[src/rtl/integral_image_writer.sv]
// -----------------------------------------------------------------------------
// integral_image_writer
//
// Computes the integral image of one raster-scanned grayscale frame and writes
// it to the single-port RAM read by the Haar classifier stage. It keeps one
// running row sum and one row of line buffer, and issues one RAM write per
// accepted pixel, one cycle after the handshake. After the last word has been
// committed it pulses frame_done.
//
// Ports:
//   clk, reset         rising-edge clock, asynchronous active-high reset
//   start              one-cycle pulse; begins a frame (honoured only in IDLE)
//   s_valid, s_pixel   pixel stream, raster order
//   s_ready            writer accepts a pixel (registered state decode)
//   bram_ena/wea       RAM enable / write enable
//   bram_addr          write address, x + y*IMG_WIDTH
//   bram_din           integral value
//   busy               high from start acceptance until frame_done
//   frame_done         one-cycle pulse, all words committed
// -----------------------------------------------------------------------------
module integral_image_writer #(
    parameter int IMG_WIDTH  = 20,
    parameter int IMG_HEIGHT = 20,
    parameter int PIX_W      = 8,
    parameter int DATA_W     = 17,
    parameter int ADDR_W     = 9
) (
    input  logic              clk,
    input  logic              reset,
    input  logic              start,
    input  logic              s_valid,
    input  logic [PIX_W-1:0]  s_pixel,
    output logic              s_ready,
    output logic              bram_ena,
    output logic              bram_wea,
    output logic [ADDR_W-1:0] bram_addr,
    output logic [DATA_W-1:0] bram_din,
    output logic              busy,
    output logic              frame_done
);

    localparam int XW = (IMG_WIDTH  > 1) ? $clog2(IMG_WIDTH)  : 1;
    localparam int YW = (IMG_HEIGHT > 1) ? $clog2(IMG_HEIGHT) : 1;

    typedef enum logic [1:0] {
        S_IDLE  = 2'd0,
        S_RUN   = 2'd1,
        S_FLUSH = 2'd2,
        S_DONE  = 2'd3
    } state_t;

    state_t              state_q, state_d;
    logic [XW-1:0]       x_q, x_d;
    logic [YW-1:0]       y_q, y_d;
    logic [DATA_W-1:0]   row_sum_q, row_sum_d;
    logic                s_ready_q, s_ready_d;
    logic                bram_ena_q, bram_ena_d;
    logic                bram_wea_q, bram_wea_d;
    logic [ADDR_W-1:0]   bram_addr_q, bram_addr_d;
    logic [DATA_W-1:0]   bram_din_q, bram_din_d;
    logic                busy_q, busy_d;
    logic                frame_done_q, frame_done_d;

    // Previous row's integral values, indexed by column. Never cleared: row 0
    // masks the read, so stale contents from an aborted frame are harmless.
    logic [DATA_W-1:0]   line_buf_q [IMG_WIDTH];
    logic [DATA_W-1:0]   line_buf_d [IMG_WIDTH];

    logic                hs;
    logic                x_last, y_last;
    logic [DATA_W-1:0]   row_sum_new;
    logic [DATA_W-1:0]   above;
    logic [DATA_W-1:0]   ii;
    logic [ADDR_W-1:0]   pix_addr;

    always_comb begin
        // s_ready_q mirrors state RUN, so it doubles as the accept condition.
        hs          = s_ready_q && s_valid;
        x_last      = (x_q == XW'(IMG_WIDTH - 1));
        y_last      = (y_q == YW'(IMG_HEIGHT - 1));
        row_sum_new = ((x_q == '0) ? '0 : row_sum_q) + DATA_W'(s_pixel);
        above       = (y_q == '0) ? '0 : line_buf_q[x_q];
        ii          = row_sum_new + above;
        pix_addr    = ADDR_W'(x_q) + ADDR_W'(y_q) * ADDR_W'(IMG_WIDTH);

        state_d    = state_q;
        x_d        = x_q;
        y_d        = y_q;
        row_sum_d  = row_sum_q;
        line_buf_d = line_buf_q;

        case (state_q)
            S_IDLE: begin
                if (start) begin
                    x_d       = '0;
                    y_d       = '0;
                    row_sum_d = '0;
                    state_d   = S_RUN;
                end
            end
            S_RUN: begin
                if (hs) begin
                    row_sum_d      = row_sum_new;
                    line_buf_d[x_q] = ii;
                    if (x_last) begin
                        x_d = '0;
                        if (y_last) begin
                            state_d = S_FLUSH;
                        end else begin
                            y_d = y_q + 1'b1;
                        end
                    end else begin
                        x_d = x_q + 1'b1;
                    end
                end
            end
            S_FLUSH: state_d = S_DONE;
            S_DONE:  state_d = S_IDLE;
            default: state_d = S_IDLE;
        endcase

        // One-cycle write latency; address/data hold when no write is issued.
        bram_ena_d   = hs;
        bram_wea_d   = hs;
        bram_addr_d  = hs ? pix_addr : bram_addr_q;
        bram_din_d   = hs ? ii : bram_din_q;

        // Outputs registered from the next state so they line up with it.
        s_ready_d    = (state_d == S_RUN);
        busy_d       = (state_d != S_IDLE);
        frame_done_d = (state_d == S_DONE);
    end

    always_ff @(posedge clk or posedge reset) begin
        if (reset) begin
            state_q      <= S_IDLE;
            x_q          <= '0;
            y_q          <= '0;
            row_sum_q    <= '0;
            s_ready_q    <= 1'b0;
            bram_ena_q   <= 1'b0;
            bram_wea_q   <= 1'b0;
            bram_addr_q  <= '0;
            bram_din_q   <= '0;
            busy_q       <= 1'b0;
            frame_done_q <= 1'b0;
        end else begin
            state_q      <= state_d;
            x_q          <= x_d;
            y_q          <= y_d;
            row_sum_q    <= row_sum_d;
            s_ready_q    <= s_ready_d;
            bram_ena_q   <= bram_ena_d;
            bram_wea_q   <= bram_wea_d;
            bram_addr_q  <= bram_addr_d;
            bram_din_q   <= bram_din_d;
            busy_q       <= busy_d;
            frame_done_q <= frame_done_d;
        end
    end

    always_ff @(posedge clk) begin
        line_buf_q <= line_buf_d;
    end

    assign s_ready    = s_ready_q;
    assign bram_ena   = bram_ena_q;
    assign bram_wea   = bram_wea_q;
    assign bram_addr  = bram_addr_q;
    assign bram_din   = bram_din_q;
    assign busy       = busy_q;
    assign frame_done = frame_done_q;

endmodule
[config.mk]
export PLATFORM = sky130hd
export DESIGN_NAME = integral_image_writer
export DESIGN_NICKNAME = d
export VERILOG_FILES = /design/src/rtl/integral_image_writer.sv
export SDC_FILE = /design/constraint.sdc
export NUM_CORES = 1
export LEC_CHECK = 0
export CAP_MARGIN = 10
export CORE_MARGIN = 2
export CORE_UTILIZATION = 55
export DETAILED_ROUTE_END_ITERATION = 7
export PLACE_DENSITY = 0.79
export SLEW_MARGIN = 10
export SYNTH_ARGS = -nofsm -noshare
export SYNTH_HDL_FRONTEND = slang
export SYNTH_SLANG_ARGS = --single-unit
[constraint.sdc]
create_clock -name clk -period 5.7 [get_ports clk]
set_input_delay 0.57 -clock clk [delete_from_list [all_inputs] [get_ports clk]]
set_output_delay 0.57 -clock clk [all_outputs]
set_load 0.1 [all_outputs]
==> results by group <==
Global routing
  • Gr usage total: 0.251
  • First-pass GRT wire length: 60,300 µm
  • Vias in the first global route: 9,863
  • Largest net degree at the start of global routing: 91
  • GRT overflow: 0
  • Initial antenna violation count: 0

Synthesis
  • Post-synthesis register bit count: 399
  • Mean Syn Cell Area: 16.8 µm²
  • Primary FF master, synth: edfxtp_1
  • Synthesis warning total: 0
  • Seq/Total Area, Yosys: 0.688
  • Fraction of synthesized area in multiplexers: 0.132
  • Largest family of logic cells by synthesized area: multiplexers
  • Synth Instances: 1,008
  • Synth Area in Compound Gates: 0.0567
  • Share of Yosys cell area claimed by the top area cell type: 0.601
  • Fraction of registers with async set/reset: 0.148
  • Dominant cells by area after synthesis: edfxtp_1 (60%), mux4_2 (11%), dfrtp_1 (8.7%), ha_1 (2.9%), nor2_1 (1.7%)
  • Mapped cell area: 17,000 µm²
  • Area leader, netlist: edfxtp_1
  • EDFF count, synth: 340
  • Synth Net Count: 1,063
  • XOR/XNOR share of the synthesized area: 0.0206
  • Simple-gate portion of the synthesized area: 0.0529
  • Synth Area in Adders: 0.0335
  • Synth cell types: 57

Critical path
  • CP Data Arrival Time: 5790 ps
  • Critical Path RT: 6120 ps
  • Crit-path slowest cell: dfrtp_4
  • R2R depth: 21
  • Worst flop-to-flop path endpoint: bram_din[16]$_DFFE_PP0P_
  • Crit path cell chain: inv_1 > ha_1 > inv_1 > or2_1 > buf_4 > and2_1 > ha_1 > and3_1 > a211o_1 > a31oi_2 > nor3_1 > xnor2_1 > ha_1 > a21oi_1 > o221ai_1 > a221o_1 > a31oi_1 > xnor2_2 > buf_4 > xnor2_4 > mux2_4
  • Worst Setup Path Type: flip-flop to flip-flop
  • CP delay by family, top: compound AO/OA/AOI/OAI gates
  • Crit path max fanout: 14
  • Critical path endpoint: bram_din[16]$_DFFE_PP0P_
  • Most frequent CP cell: ha_1
  • RR Startpoint: x_q[1]$_DFFE_PP0P_
  • Flop-to-flop setup slack: 330 ps
  • Crit-path max cell delay: 490 ps
  • Origin of the worst setup path: x_q[1]$_DFFE_PP0P_
  • Crit path buf inv count: 4
  • Setup crit end kind: flip-flop
  • Stages on worst setup path: 21
  • Crit start category: flip-flop

Clock tree
  • CTS root buffer: clkbuf_16
  • Clock Latency Late Sink: 550 ps
  • Clock slew at reported path FFs: 60 ps
  • Clock buffer depth: 3
  • CTS tree: built
  • Max H-tree Level: 2
  • Clock sinks: 399
  • TritonCTS Buffers: 40
  • Hold-fix buffers, CTS: 0

Finish
  • # nets final: 1,153
  • Area grow syn2layout: 16.0%
  • Layout cell share with drive strength beyond 1: 0.214
  • Final instance area: 19,700 µm²
  • Core Util, Final: 0.646
  • Post-Layout Cell Count: 1,525
  • Antenna diodes: 0

Worst hold path
  • Worst min path class: flip-flop to flip-flop
  • Hold Path Stages: 2

Route
  • First-pass detailed-route iteration total: 6
  • DRT Wirelength: 40,600 µm
  • Remaining DRCs: 0
  • Via density: 6.45
  • Detail Route Antenna Nets: 0
  • Via count: 9,834
  • Post-DR wirelength/cell: 26.6 µm
  • Initial DRC count: 1,266

Die
  • Chip Width: 180 µm
  • Initial Util: 0.557
  • Die height: 180 µm
  • Core Area: 30,500 µm²
  • I/O pin total: 43
  • Die footprint: 32,300 µm²
  • Std-Cell Rows: 64

Placement
  • Area post-placement: 18,100 µm²
  • # placed instances: 1,446
  • Global placer's final weighted congestion: 0.853
  • PortBufs: 42
  • DP HPWL: 22,500 µm

Status
  • Outcome: completed

Pwr
  • Sw Share: 0.375
  • Sw Pwr: 0.00489 W
  • VDD IR max: 0.507 mV
  • Clock power share: 0.214
  • Comb power frac: 0.402
  • P_int: 0.00814 W
  • Pwr Density: 661 nW/µm²
  • Reg power frac: 0.384
  • Leak Pwr: 6.92 nW

Timing
  • Finish-stage setup viols: 0
  • Minimum clock period: 5370 ps
  • Total negative setup slack: 0 ps
  • Slew HR: 0.150
  • Final Hold Fails: 0
  • RSZ-0062 raised after global routing: false
  • Slew @ Worst Pin: 1280 ps
  • Fmax: 0.186 GHz
  • Final Cycle Share: 0.942
  • Max-slew violation count: 0
  • Clock skew: 31.0 ps
  • Hold WS: 479 ps

Run
  • Max-cap violations: 0
[power groups by stage]
| stage | Combinational (W) | Sequential [W] | Clock (W) |
|---|---|---|---|
| 3_5_place_dp | 0.00505 | 0.00505 | 0 |
| 5_1_grt | 0.00564 | 0.00503 | 0.00293 |
| 2_1_floorplan | 0.00270 | 0.00559 | 0 |
| 3_3_place_gp | 0.00489 | 0.00503 | 0 |
| 6_report | 0.00524 | 0.00500 | 0.00279 |
| 4_1_cts | 0.00510 | 0.00500 | 0.00282 |
[state kept, by name, indices dropped and copies added (netlist names)]
| register | flops |
|---|---|
| y_q | 5 |
| state_q | 2 |
| s_ready | 1 |
| row_sum_q | 17 |
| busy | 1 |
| bram_addr | 9 |
| bram_wea | 1 |
| line_buf_q | 340 |
| x_q | 5 |
| frame_done | 1 |
| bram_din | 17 |
[layout make-up]
class / instances / area [µm²]
sequential: 399 / 11700
timing repair buffer: 93 / 828
clock inverter: 23 / 345
fill: 1982 / 10800
inverter: 15 / 56.3
tap: 396 / 495
clock buffer: 50 / 1060
multi-input combinational: 549 / 5220
[cell families after synthesis]
group           Yosys count
xor+xnor                 40
simple gates            197
buf+inv                  63
compound gates          147
flops                   399
mux                     119
fa+ha+maj                43
[how the worst min path moves through the flow]
| stage | from | slack [ps] | to |
|---|---|---|---|
| global placement | bram_din[2]$_DFFE_PP0P_ | 460 | bram_din[2]$_DFFE_PP0P_ |
| floorplan | row_sum_q[0]$_DFFE_PP0P_ | 460 | row_sum_q[0]$_DFFE_PP0P_ |
| finish | bram_addr[5]$_DFFE_PP0P_ | 480 | bram_addr[5]$_DFFE_PP0P_ |
| detailed placement | bram_din[4]$_DFFE_PP0P_ | 470 | bram_din[4]$_DFFE_PP0P_ |
| CTS | bram_addr[4]$_DFFE_PP0P_ | 490 | bram_addr[4]$_DFFE_PP0P_ |
| global route | bram_addr[7]$_DFFE_PP0P_ | 510 | bram_addr[7]$_DFFE_PP0P_ |
[what timing repair did]
item | 4_1_cts | 5_1_grt
resized for setup | 0 | 11
buffers inserted | 0 | 3
endpoints found under the setup margin | 0 | 63
endpoints found under the hold margin | 0 | 0
[synthesized netlist by cell type (8+ instances only)]
master	instances
xnor2_1	21
xor2_1	19
nor2_1	76
nor2b_1	9
buf_2	12
mux2i_1	20
a22o_1	8
a221oi_1	15
o21ai_0	32
nand2_1	54
a21o_1	10
nor3_1	8
clkbuf_1	28
mux2_2	16
edfxtp_1	340
mux4_2	83
inv_1	15
a21oi_1	42
ha_1	39
and2_1	17
dfrtp_1	59
[placed cells by master, fill, tap and decap left out, types with 8 or more instances in the layout]
cell and n:
mux4_2 83, mux2i_1 20, a21o_1 10, buf_4 49
clkdlybuf4s50_1 42, xnor2_1 18, a221oi_1 15, ha_1 38
dfrtp_1 57, nand2_1 54, clkbuf_1 8, a21oi_1 42
xor2_1 18, inv_1 13, mux2_2 15, o21ai_0 31
edfxtp_1 340, nor2_1 75, a22o_1 8, nor2b_1 9
clkbuf_16 40, and2_1 17
[through the flow]
step           power [W]  worst slack, ps
2_1_floorplan    0.00829             23.8
3_3_place_gp     0.00992              396
3_5_place_dp      0.0101              197
4_1_cts           0.0129             96.0
5_1_grt           0.0136             15.4
6_report          0.0130              333
[layer usage]
| layer | wire length [µm] | share of wire | global-route usage | vias to the layer above |
|---|---|---|---|---|
| met4 | 1580 | 0.039 | 0.103 | 0 |
| li1 | - | - | - | 4154 |
| met3 | 4220 | 0.10 | 0.0490 | 117 |
| met2 | 19500 | 0.48 | 0.403 | 587 |
| met5 | 0 | 0 | 0 | - |
| met1 | 15400 | 0.38 | 0.341 | 4976 |
[worst register-to-register path: stages, from the launching register on]
cell	delay [ps]
dfrtp_4	490
inv_1	130
ha_1	190
inv_1	100
or2_1	280
buf_4	200
and2_1	170
ha_1	350
and3_1	210
a211o_1	310
a31oi_2	260
nor3_1	140
xnor2_1	260
ha_1	320
a21oi_1	260
o221ai_1	180
a221o_1	350
a31oi_1	290
xnor2_2	140
buf_4	170
xnor2_4	150
mux2_4	290
Note: power is estimated with default switching activity, not from simulation.
